--- src/rtl/mq_byte_sched.sv ---
// mq_byte_sched: byte-emission scheduler for the MQ coder.
// Holds the latest coder byte so a late carry can be folded in, flags bit
// stuffing after 0xFF, forwards finished bytes over valid/ready and runs the
// flush/termination sequence.
// Optional feature macro: MQ_TRAIL_FF_DROP_EN (drop a trailing 0xFF at flush).
module mq_byte_sched (
  input  logic        clk,
  input  logic        rst,
  input  logic        byte_vld,
  input  logic [7:0]  byte_in,
  input  logic        carry_in,
  input  logic        flush,
  output logic        in_ready,
  output logic        stuff,
  output logic [7:0]  out_data,
  output logic        out_valid,
  input  logic        out_ready,
  output logic [15:0] byte_cnt,
  output logic        done,
  output logic        err
);

  typedef enum logic [1:0] {IDLE, RUN, FLUSH, DONE} state_e;

  state_e      state_q, state_d;
  logic [7:0]  held_q, held_d;
  logic        heldV_q, heldV_d;
  logic [7:0]  outData_q, outData_d;
  logic        outValid_q, outValid_d;
  logic [15:0] byteCnt_q, byteCnt_d;
  logic        err_q, err_d;

  logic accept;
  logic handshake;
  logic outFree;
  logic flushAcc;
  logic carryBad;
  logic dropHeld;

  assign in_ready  = rst && ((state_q == IDLE) || (state_q == RUN)) &&
                     (!outValid_q || out_ready);
  assign accept    = byte_vld && in_ready;
  assign flushAcc  = flush && in_ready;
  assign handshake = outValid_q && out_ready;
  assign outFree   = !outValid_q || out_ready;
  assign carryBad  = carry_in && (!heldV_q || (held_q == 8'hFF));

`ifdef MQ_TRAIL_FF_DROP_EN
  assign dropHeld = (held_q == 8'hFF);
`else
  assign dropHeld = 1'b0;
`endif

  assign stuff     = heldV_q && (held_q == 8'hFF);
  assign out_data  = outData_q;
  assign out_valid = outValid_q;
  assign byte_cnt  = byteCnt_q;
  assign err       = err_q;
  assign done      = (state_q == DONE);

  // Next-state logic: sink handshake first, then per-state byte movement.
  always_comb begin
    state_d    = state_q;
    held_d     = held_q;
    heldV_d    = heldV_q;
    outData_d  = outData_q;
    outValid_d = outValid_q;
    byteCnt_d  = byteCnt_q;
    err_d      = err_q;

    if (handshake) begin
      outValid_d = 1'b0;
      byteCnt_d  = byteCnt_q + 16'd1;
    end

    unique case (state_q)
      IDLE: begin
        if (accept) begin
          held_d    = byte_in;
          heldV_d   = 1'b1;
          byteCnt_d = 16'd0;
          if (carryBad) err_d = 1'b1;
          state_d   = flush ? FLUSH : RUN;
        end else if (flushAcc) begin
          byteCnt_d = 16'd0;
          state_d   = DONE;
        end
      end
      RUN: begin
        if (accept) begin
          if (carryBad) err_d = 1'b1;
          outData_d  = held_q + {7'd0, carry_in && !carryBad};
          outValid_d = 1'b1;
          held_d     = byte_in;
          heldV_d    = 1'b1;
        end
        if (flushAcc) state_d = FLUSH;
      end
      FLUSH: begin
        if (heldV_q) begin
          if (dropHeld) begin
            heldV_d = 1'b0;
          end else if (outFree) begin
            outData_d  = held_q;
            outValid_d = 1'b1;
            heldV_d    = 1'b0;
          end
        end else if (outFree) begin
          state_d = DONE;
        end
      end
      DONE: begin
        state_d = IDLE;
      end
      default: state_d = IDLE;
    endcase
  end

  // State register with synchronous active-low reset discarding all pending bytes.
  always_ff @(posedge clk) begin
    if (!rst) begin
      state_q    <= IDLE;
      held_q     <= 8'h00;
      heldV_q    <= 1'b0;
      outData_q  <= 8'h00;
      outValid_q <= 1'b0;
      byteCnt_q  <= 16'd0;
      err_q      <= 1'b0;
    end else begin
      state_q    <= state_d;
      held_q     <= held_d;
      heldV_q    <= heldV_d;
      outData_q  <= outData_d;
      outValid_q <= outValid_d;
      byteCnt_q  <= byteCnt_d;
      err_q      <= err_d;
    end
  end

endmodule

--- config.mk ---
export PLATFORM = sky130hd
export DESIGN_NAME = mq_byte_sched
export DESIGN_NICKNAME = d
export VERILOG_FILES = /design/src/rtl/mq_byte_sched.sv
export SDC_FILE = /design/constraint.sdc
export NUM_CORES = 1
export LEC_CHECK = 0
export ABC_AREA = 0
export BUFFER_PORTS_ARGS = -buffer_cell sky130_fd_sc_hd__buf_4
export CAP_MARGIN = 20
export CORE_MARGIN = 1
export CORE_UTILIZATION = 60
export CTS_BUF_LIST = sky130_fd_sc_hd__clkbuf_2
export CTS_CLUSTER_DIAMETER = 120
export CTS_CLUSTER_SIZE = 28
export DETAILED_ROUTE_END_ITERATION = 6
export PLACE_DENSITY = 0.89
export SLEW_MARGIN = 40
export SYNTH_ARGS = -nofsm -noshare
export SYNTH_HDL_FRONTEND = slang
export SYNTH_SLANG_ARGS = --single-unit
--- constraint.sdc ---
create_clock -name clk -period 2.8 [get_ports clk]
set_input_delay 0.28 -clock clk [delete_from_list [all_inputs] [get_ports clk]]
set_output_delay 0.28 -clock clk [all_outputs]
set_load 0.01 [all_outputs]
==> flow_metrics.py, run 1 <==
metrics = {
    "outcome": {
        "outcome": "finished with violations",
        "violations": "design-rule violations",
    },
    "timing": {
        "fmax_ghz": 0.491,
        "fin_worst_skew_ns": 0.0215,
        "whs_ns": 0.120,
        "finalHoldViolCount": 0,
        "maxSlewHeadroom_pct": 64.5,
        "slew_violations": 0,
        "min_period_ns": 2.04,
        "rsz0062_at_grt": "no",
        "final.setup.tns_ns": 0,
        "tightest_slew_ns": 0.532,
        "finalSetupViolations": 0,
        "fin_crit_sh_pct": 72.7,
    },
    "floorplanning": {
        "coreArea_sq_mm": 0.00285,
        "die_y_um": 58.0,
        "rows": 19,
        "start_util_pct": 65.9,
        "io_pins": 43,
        "dieArea_sq_mm": 0.00336,
        "die_w_um": 58.0,
    },
    "critical_path": {
        "crit_family": "simple AND/OR/NAND/NOR gates",
        "critPathArrivalTime_ns": 1.76,
        "slowest_stage": "dfxtp_1",
        "slowest_delay_ns": 0.42,
        "cp-start-kind": "flip-flop",
        "crit_chain": "inv_1 > ha_1 > nor2_1 > nor3_1 > buf_4",
        "path_class": "reg2out",
        "critical_path_buf_inv_count": 2,
        "cp-end-kind": "output port",
        "crit_fanout": 6,
        "crit_required_ns": 2.52,
    },
    "clocking": {
        "cts-root-buf": "clkbuf_2",
        "numClockSinks": 37,
        "cts_buffers": 5,
        "cts.htree.levels": 2,
        "cts.path.max_buffers": 2,
        "cts_resized": 0,
        "hold_buffers": 0,
        "clkLatencyLatePin_ns": 0.39,
        "clk_pin_slew_ns": 0.18,
        "tritoncts": "built",
        "post_cts_buffers": 0,
    },
    "yosys": {
        "synth_edf_count": 0,
        "synth_cell_type_count": 41,
        "ys_seq_area_share_pct": 39.4,
        "async_flop_share_pct": 0,
        "synth-seq-cells": 37,
        "synthesis.area_sq_mm": 0.00188,
        "synth_area_per_cell_sq_um": 8.78,
        "synth_fp_nets": 236,
        "synth-main-ff-cell": "dfxtp_1",
        "postSynthCellCount": 214,
        "yosysWarnings": 0,
    },
    "global_routing": {
        "grt_max_degree": 25,
        "grt_pass1_wl_um": 6400,
        "grt_usage_pct": 24.9,
        "grt_overflow": 0,
        "grt_pass1_vias": 1419,
        "antenna_found_initial": 0,
    },
    "layout": {
        "final_util_pct": 78.4,
        "synthToLayoutAreaGrowth_pct": 19.0,
        "instances_no_fill": 289,
        "drive_gt1_share_pct": 22.1,
        "final_common_cell": "buf_4",
        "layout.nets": 279,
        "antennaDiodeCount": 0,
        "final_cell_mix": "buf_4 (44), dfxtp_1 (37), nand2_1 (30), nor2_1 (16), o21ai_0 (13)",
        "n_fill_cell": 217,
    },
    "detailed_routing": {
        "met2_length_um": 1750,
        "drtPass1Iterations": 6,
        "dr.first_iter.drc_count": 86,
        "top_layer": "met4",
        "vias": 1663,
        "drc": 2,
        "drt-vias-per-instance": 5.75,
        "ant_nets": 0,
        "met1_length_um": 1850,
        "drt_wl_total_um": 3830,
        "wl_per_cell_um": 13.3,
        "wl_met3_um": 176,
    },
    "place": {
        "dp.cells": 281,
        "place.gp.congestion": 0.812,
        "portBuffers": 42,
        "dp_hpwl_um": 2820,
    },
    "hold_path": {
        "worstHoldPathType": "in2reg",
    },
    "run": {
        "cap_viol_max_count": 0,
    },
    "power": {
        "power_leakage_nw": 0.943,
        "power_density_mw_per_mm2": 670,
        "peakVddDrop_mv": 0.560,
    },
}
[worst min-delay path: stages]
cell and delay (ns):
buf_4 0.11, nand2_1 0.04, a21boi_0 0.06
[per-stage QoR]
step	cell area, sq um	total power [mW]	worst slack (ns)
after floorplan	1880	1.07	1.03
after global placement	2190	1.25	0.922
after detailed placement	2190	1.27	0.881
after CTS	2240	1.50	0.742
after global routing	2240	1.60	0.644
final	2240	1.50	0.764
[synth_stat cells, drive strengths merged (4+ instances only)]
cell | instances | area [sq um]
nand4 | 7 | 58.8
nand3 | 9 | 45.0
xnor2 | 6 | 52.6
o21ai | 16 | 80.1
nor3 | 4 | 25.0
ha | 8 | 100
or3 | 7 | 48.8
xor2 | 9 | 78.8
dfxtp | 37 | 741
nand2 | 30 | 113
buf | 6 | 47.5
and4 | 4 | 35.0
a21boi | 7 | 52.6
a21oi | 10 | 50.1
o211a | 4 | 40.0
mux2i | 5 | 50.1
nor2 | 16 | 60.1
inv | 5 | 18.8
[flip-flops by register name (all words and copies together) (netlist names)]
register   flops
out_data       8
state_q        2
err            1
held_q         8
byte_cnt      16
heldV_q        1
out_valid      1
[power by group]
group / internal (mW) / total (mW) / switching (mW)
clock network: 0.0589 / 0.235 / 0.176
logic: 0.268 / 0.570 / 0.302
registers: 0.617 / 0.692 / 0.0744
total: 0.944 / 1.50 / 0.553
[kinds of logic (layout without fill, tap and decap cells)]
family                     Yosys count  after routing  share of synthesized area [%]
DFF                                 37             37                           39.4
xor gates and xnor gates            15             15                           6.99
adders and majority gates            8              8                           5.33
muxes                                5              5                           2.66
buffers and inverters               13             57                           3.93
and+or+nand+nor                     90             90                           25.2
AOI/OAI and AO/OA                   46             46                           16.4
[worst paths after layout]
kind / start / cells after the start / slack [ns] / to
hold / removal: byte_in[7] / 3 / 0.12 / held_q[7]
setup reg to reg: held_q[2] / 8 / 0.82 / out_data[4]
setup / recovery: state_q[1] / 5 / 0.76 / in_ready
hold reg to reg: byte_cnt[15] / 2 / 0.51 / byte_cnt[15]
[per-layer routing]
layer  GRT usage (%)  vias to the layer above
li1                -                      845
met1            35.6                      776
met2            36.8                       38
met3            4.69                        4
met4            10.2                        0
met5               0                        -
[cell type report]
type	count	area [sq um]	area share (%)
multi-input cells	164	1060	47.6
clock inverters	3	17.5	0.783
inverters	5	18.8	0.839
flip-flops and latches	37	741	33.1
well taps	31	38.8	1.73
repair buffers	44	330	14.8
clock buffers	5	25.0	1.12
Note: power is estimated with default switching activity, not from simulation.
==> inputs of run 2 (changes only) <==
--- a/config.mk
+++ b/config.mk
@@ -9,12 +9,12 @@
 export BUFFER_PORTS_ARGS = -buffer_cell sky130_fd_sc_hd__buf_4
 export CAP_MARGIN = 20
 export CORE_MARGIN = 1
-export CORE_UTILIZATION = 60
+export CORE_UTILIZATION = 55
 export CTS_BUF_LIST = sky130_fd_sc_hd__clkbuf_2
 export CTS_CLUSTER_DIAMETER = 120
 export CTS_CLUSTER_SIZE = 28
 export DETAILED_ROUTE_END_ITERATION = 6
-export PLACE_DENSITY = 0.89
+export PLACE_DENSITY = 0.83
 export SLEW_MARGIN = 40
 export SYNTH_ARGS = -nofsm -noshare
 export SYNTH_HDL_FRONTEND = slang
==> constraint.sdc (replaced) <==
create_clock -name clk -period 2.13 [get_ports clk]
set_input_delay 0.213 -clock clk [delete_from_list [all_inputs] [get_ports clk]]
set_output_delay 0.213 -clock clk [all_outputs]
set_load 0.01 [all_outputs]
==> flow_metrics.py, run 2 (synthesis results as in run 1) <==
metrics = {
    "critical_path": {
        "path_class": "reg2out",
        "critPathArrivalTime_ns": 1.78,
        "crit_chain": "inv_1 > ha_1 > nor2_1 > nor3_1 > buf_4",
        "crit_fanout": 6,
        "crit_required_ns": 1.92,
        "cp-end-kind": "output port",
        "slowest_stage": "dfxtp_1",
        "slowest_delay_ns": 0.42,
        "cp-start-kind": "flip-flop",
    },
    "timing": {
        "finalSetupViolations": 0,
        "fmax_ghz": 0.502,
        "finalHoldViolCount": 0,
        "fin_worst_skew_ns": 0.0155,
        "min_period_ns": 1.99,
        "slew_violations": 0,
        "final.setup.tns_ns": 0,
        "maxSlewHeadroom_pct": 63.0,
        "rsz0062_at_grt": "no",
        "layout_setup_ws_ns": 0.136,
        "fin_crit_sh_pct": 93.6,
        "tightest_slew_ns": 0.554,
    },
    "place": {
        "place.gp.congestion": 0.830,
        "portBuffers": 42,
        "dpl_worst_slack_ns": 0.197,
        "dp_hpwl_um": 2850,
        "place_area_sq_mm": 0.00222,
    },
    "layout": {
        "drive_gt1_share_pct": 22.9,
        "n_fill_cell": 269,
        "synthToLayoutAreaGrowth_pct": 21.2,
        "final_common_cell": "buf_4",
        "antennaDiodeCount": 0,
        "layout.nets": 280,
        "final_cell_mix": "buf_4 (45), dfxtp_1 (36), nand2_1 (30), nor2_1 (16), o21ai_0 (13)",
        "largest_reg_flops": 16,
        "multiInputGateArea_sq_mm": 0.00106,
        "regArea_sq_um": 742,
        "postLayoutCellArea_sq_mm": 0.00228,
    },
    "global_routing": {
        "grt_usage_pct": 23.1,
        "antenna_found_initial": 0,
        "grt_overflow": 0,
        "grt_max_degree": 25,
        "grt_pass1_vias": 1352,
        "grt_pass1_wl_um": 6200,
    },
    "detailed_routing": {
        "ant_nets": 0,
        "drc": 0,
        "dr.first_iter.drc_count": 87,
        "wl_per_cell_um": 12.8,
        "drtPass1Iterations": 4,
        "vias": 1634,
        "drt-vias-per-instance": 5.41,
        "drt_wl_total_um": 3870,
    },
    "power": {
        "peakVddDrop_mv": 0.614,
        "power_density_mw_per_mm2": 919,
        "power_leakage_nw": 0.957,
    },
    "floorplanning": {
        "die_y_um": 60.5,
        "rows": 20,
        "start_util_pct": 59.6,
        "die_w_um": 60.5,
        "io_pins": 43,
        "dieArea_sq_mm": 0.00365,
        "coreArea_sq_mm": 0.00315,
    },
    "clocking": {
        "tritoncts": "built",
        "numClockSinks": 37,
        "cts.htree.levels": 2,
        "post_cts_buffers": 0,
        "clk_pin_slew_ns": 0.18,
        "cts_buffers": 5,
        "cts-root-buf": "clkbuf_2",
        "clkLatencyLatePin_ns": 0.41,
        "cts.path.max_buffers": 2,
        "cts_resized": 0,
        "hold_buffers": 0,
    },
    "hold_path": {
        "worstHoldPathType": "in2reg",
    },
    "outcome": {
        "outcome": "finished, final reports clean",
    },
    "run": {
        "cap_viol_max_count": 0,
    },
}
==> run 2: cell count changes in the layout (fill, tap and decap cells not counted) <==
cell / delta
buf_4: +1
bufinv_16: +1
clkinv_1: -1
clkinv_4: -1
dfxtp_1: -1
dfxtp_2: +1
==> run 2: stage by stage <==
| step | hold WS, ns | std cells | power [mW] | util [%] |
|---|---|---|---|---|
| final | 0.0447 | 302 | 2.09 | 72.3 |
| after global routing | 0.0273 | 302 | 2.23 | 72.3 |
| after CTS | 0.0537 | 302 | 2.09 | 72.2 |
| after detailed placement | 0.475 | 295 | 1.68 | 70.3 |
| after global placement | 0.472 | 295 | 1.66 | 70.3 |
| after floorplan | 0.349 | 214 | 1.41 | - |
==> run 2: report_power, final <==
part	internal [mW]	leakage, nW	switching, mW
clock network	0.191	0.0388	0.241
logic	0.355	0.617	0.402
registers	0.812	0.301	0.0939
==> run 2: path summary, 6_finish.rpt <==
path / from / end / slack, ns / cells after the start
max: state_q[1] / in_ready / 0.14 / 5
min: byte_in[7] / held_q[7] / 0.04 / 3
max reg2reg: held_q[4] / out_data[6] / 0.17 / 9
min reg2reg: byte_cnt[15] / byte_cnt[15] / 0.50 / 2
==> run 2: layout make-up <==
class                   count  share of cell area [%]
multi-input cells         164                    46.7
flip-flops and latches     37                    32.6
inverters                   5                   0.824
well taps                  44                    2.42
repair buffers             45                    14.8
clock inverters             2                    1.54
clock buffers               5                    1.10
==> run 2: metal layers <==
layer | GRT usage [%] | share of wire [%]
met5 | 0 | 0
met4 | 6.82 | 1.2
met3 | 7.68 | 3.8
met2 | 34.5 | 45
met1 | 31.7 | 50
==> run 2: worst max-delay path: cells and delay by family (launching register included) <==
family,cells,cell delay [ns]
buffers and inverters,2,0.27
flip-flops,1,0.42
adder cells (fa/ha/maj),1,0.26
AND/OR/NAND/NOR,2,0.43
==> inputs of run 3 (changes only) <==
--- a/config.mk
+++ b/config.mk
@@ -8,8 +8,10 @@
 export ABC_AREA = 0
 export BUFFER_PORTS_ARGS = -buffer_cell sky130_fd_sc_hd__buf_4
 export CAP_MARGIN = 20
+export CELL_PAD_IN_SITES_DETAIL_PLACEMENT = 1
+export CELL_PAD_IN_SITES_GLOBAL_PLACEMENT = 1
 export CORE_MARGIN = 1
-export CORE_UTILIZATION = 55
+export CORE_UTILIZATION = 41
 export CTS_BUF_LIST = sky130_fd_sc_hd__clkbuf_2
 export CTS_CLUSTER_DIAMETER = 120
 export CTS_CLUSTER_SIZE = 28
==> flow_metrics.py, run 3 (synthesis results as in run 1) <==
metrics = {
    "outcome": {
        "outcome": "finished, final reports clean",
    },
    "layout": {
        "drive_gt1_share_pct": 23.4,
        "antennaDiodeCount": 0,
        "final_cell_mix": "buf_4 (48), dfxtp_1 (36), nand2_1 (30), nor2_1 (16), o21ai_0 (12)",
        "instances_no_fill": 313,
        "layout.nets": 283,
        "final_common_cell": "buf_4",
        "final_util_pct": 52.2,
        "synthToLayoutAreaGrowth_pct": 21.7,
        "largest_reg_flops": 16,
        "postLayoutCellArea_sq_mm": 0.00229,
    },
    "timing": {
        "fin_worst_skew_ns": 0.0202,
        "maxSlewHeadroom_pct": 71.8,
        "finalSetupViolations": 0,
        "min_period_ns": 1.95,
        "tightest_slew_ns": 0.423,
        "rsz0062_at_grt": "no",
        "fmax_ghz": 0.513,
        "final.setup.tns_ns": 0,
        "finalHoldViolCount": 0,
        "fin_crit_sh_pct": 91.5,
        "slew_violations": 0,
    },
    "power": {
        "power_density_mw_per_mm2": 882,
        "power_leakage_nw": 0.957,
        "peakVddDrop_mv": 0.481,
    },
    "place": {
        "dp_hpwl_um": 3400,
        "dp.cells": 306,
        "portBuffers": 42,
        "place_area_sq_mm": 0.00225,
        "place.gp.congestion": 0.729,
    },
    "run": {
        "cap_viol_max_count": 0,
    },
    "critical_path": {
        "path_class": "reg2reg",
        "reg2reg_depth": 9,
        "cp-end-kind": "flip-flop",
        "r2r_slack_ns": 0.18,
        "crit_required_ns": 2.45,
        "cp-start-kind": "flip-flop",
        "r2r-start": "held_q[4]",
        "critPathArrivalTime_ns": 2.27,
        "crit_fanout": 4,
        "r2r-end": "out_data[6]",
    },
    "clocking": {
        "clk_pin_slew_ns": 0.21,
        "post_cts_buffers": 0,
        "cts.path.max_buffers": 2,
        "cts-root-buf": "clkbuf_2",
        "numClockSinks": 37,
        "tritoncts": "built",
        "clkLatencyLatePin_ns": 0.40,
        "hold_buffers": 0,
        "cts.htree.levels": 2,
        "cts_buffers": 5,
    },
    "floorplanning": {
        "io_pins": 43,
        "start_util_pct": 42.9,
        "dieArea_sq_mm": 0.00486,
        "rows": 24,
        "coreArea_sq_mm": 0.00438,
        "die_y_um": 69.7,
        "die_w_um": 69.7,
    },
    "global_routing": {
        "grt_pass1_vias": 1610,
        "grt_pass1_wl_um": 7780,
        "grt_max_degree": 25,
        "grt_usage_pct": 20.3,
        "antenna_found_initial": 0,
        "grt_overflow": 0,
    },
    "detailed_routing": {
        "vias": 1677,
        "ant_nets": 0,
        "dr.first_iter.drc_count": 87,
        "drtPass1Iterations": 4,
        "drc": 0,
        "drt_wl_total_um": 4600,
        "drt-vias-per-instance": 5.36,
        "wl_per_cell_um": 14.7,
    },
    "hold_path": {
        "worstHoldPathType": "in2reg",
        "min_from": "byte_in[5]",
        "whs_path_depth": 3,
        "holdPathEnd": "held_q[5]",
    },
}
==> run 3: cell types whose count changed in the layout (fill, tap and decap cells not counted) <==
cell / change
o21ai_1: +1
buf_4: +3
bufinv_16: -1
o21ai_0: -1
clkinv_1: +1
clkinv_2: -1
clkinvlp_4: +1
==> run 3: area by class of cell <==
class | count | area [sq um]
Sequential cell | 37 | 742
Clock buffer | 5 | 25.0
Tap cell | 52 | 65.1
Timing Repair Buffer | 48 | 360
Multi-Input combinational cell | 164 | 1060
Clock inverter | 2 | 11.3
Fill cell | 531 | 2100
Inverter | 5 | 18.8
==> run 3: worst max path at each step <==
stage	start	end	slack [ns]	depth (start not counted)
4_1_cts	held_q[2]	out_data[6]	0.09	9
6_report	held_q[4]	out_data[6]	0.18	9
5_1_grt	held_q[4]	out_data[6]	0.008	9
3_5_place_dp	held_q[2]	out_data[6]	0.12	9
3_3_place_gp	held_q[2]	out_data[6]	0.23	9
2_1_floorplan	held_q[2]	out_data[6]	0.36	9
==> run 3: metal layers <==
layer	GRT usage (%)	vias up	routed length [um]	part of all wire [%]
met1	27.5	797	2300	50
met4	6.00	0	38	0.83
met5	0	-	0	0
met2	31.8	31	2100	46
li1	-	844	-	-
met3	5.23	5	162	3.5
==> run 3: power breakdown <==
part           leakage (nW)  total (mW)  internal, mW  switching [mW]
clock                0.0225       0.316        0.0706           0.245
sequential            0.301       0.909         0.812          0.0963
combinational         0.633       0.792         0.367           0.425
==> run 3: through the flow <==
| step | hold WS [ns] | setup slack (ns) | power [mW] |
|---|---|---|---|
| floorplan | 0.349 | 0.357 | 1.41 |
| global placement | 0.470 | 0.228 | 1.68 |
| detailed placement | 0.473 | 0.125 | 1.71 |
| CTS | 0.0375 | 0.0947 | 2.03 |
| global route | 0.0259 | 0.00826 | 2.16 |
| finish | 0.0564 | 0.180 | 2.02 |
==> run 3: what timing repair did <==
| item | 4_1_cts | 5_1_grt |
|---|---|---|
| resized for setup | 0 | 2 |
| endpoints found under the hold margin | 0 | 0 |
| endpoints found under the setup margin | 0 | 2 |
==> run 3: critical path, cell delays in order (launching register included) <==
cell	delay, ns
dfxtp_1	0.44
nand4_1	0.22
o21ai_1	0.23
nor2_1	0.06
ha_1	0.19
ha_1	0.19
and4b_1	0.20
nand3_1	0.10
xor2_1	0.17
a21oi_1	0.09
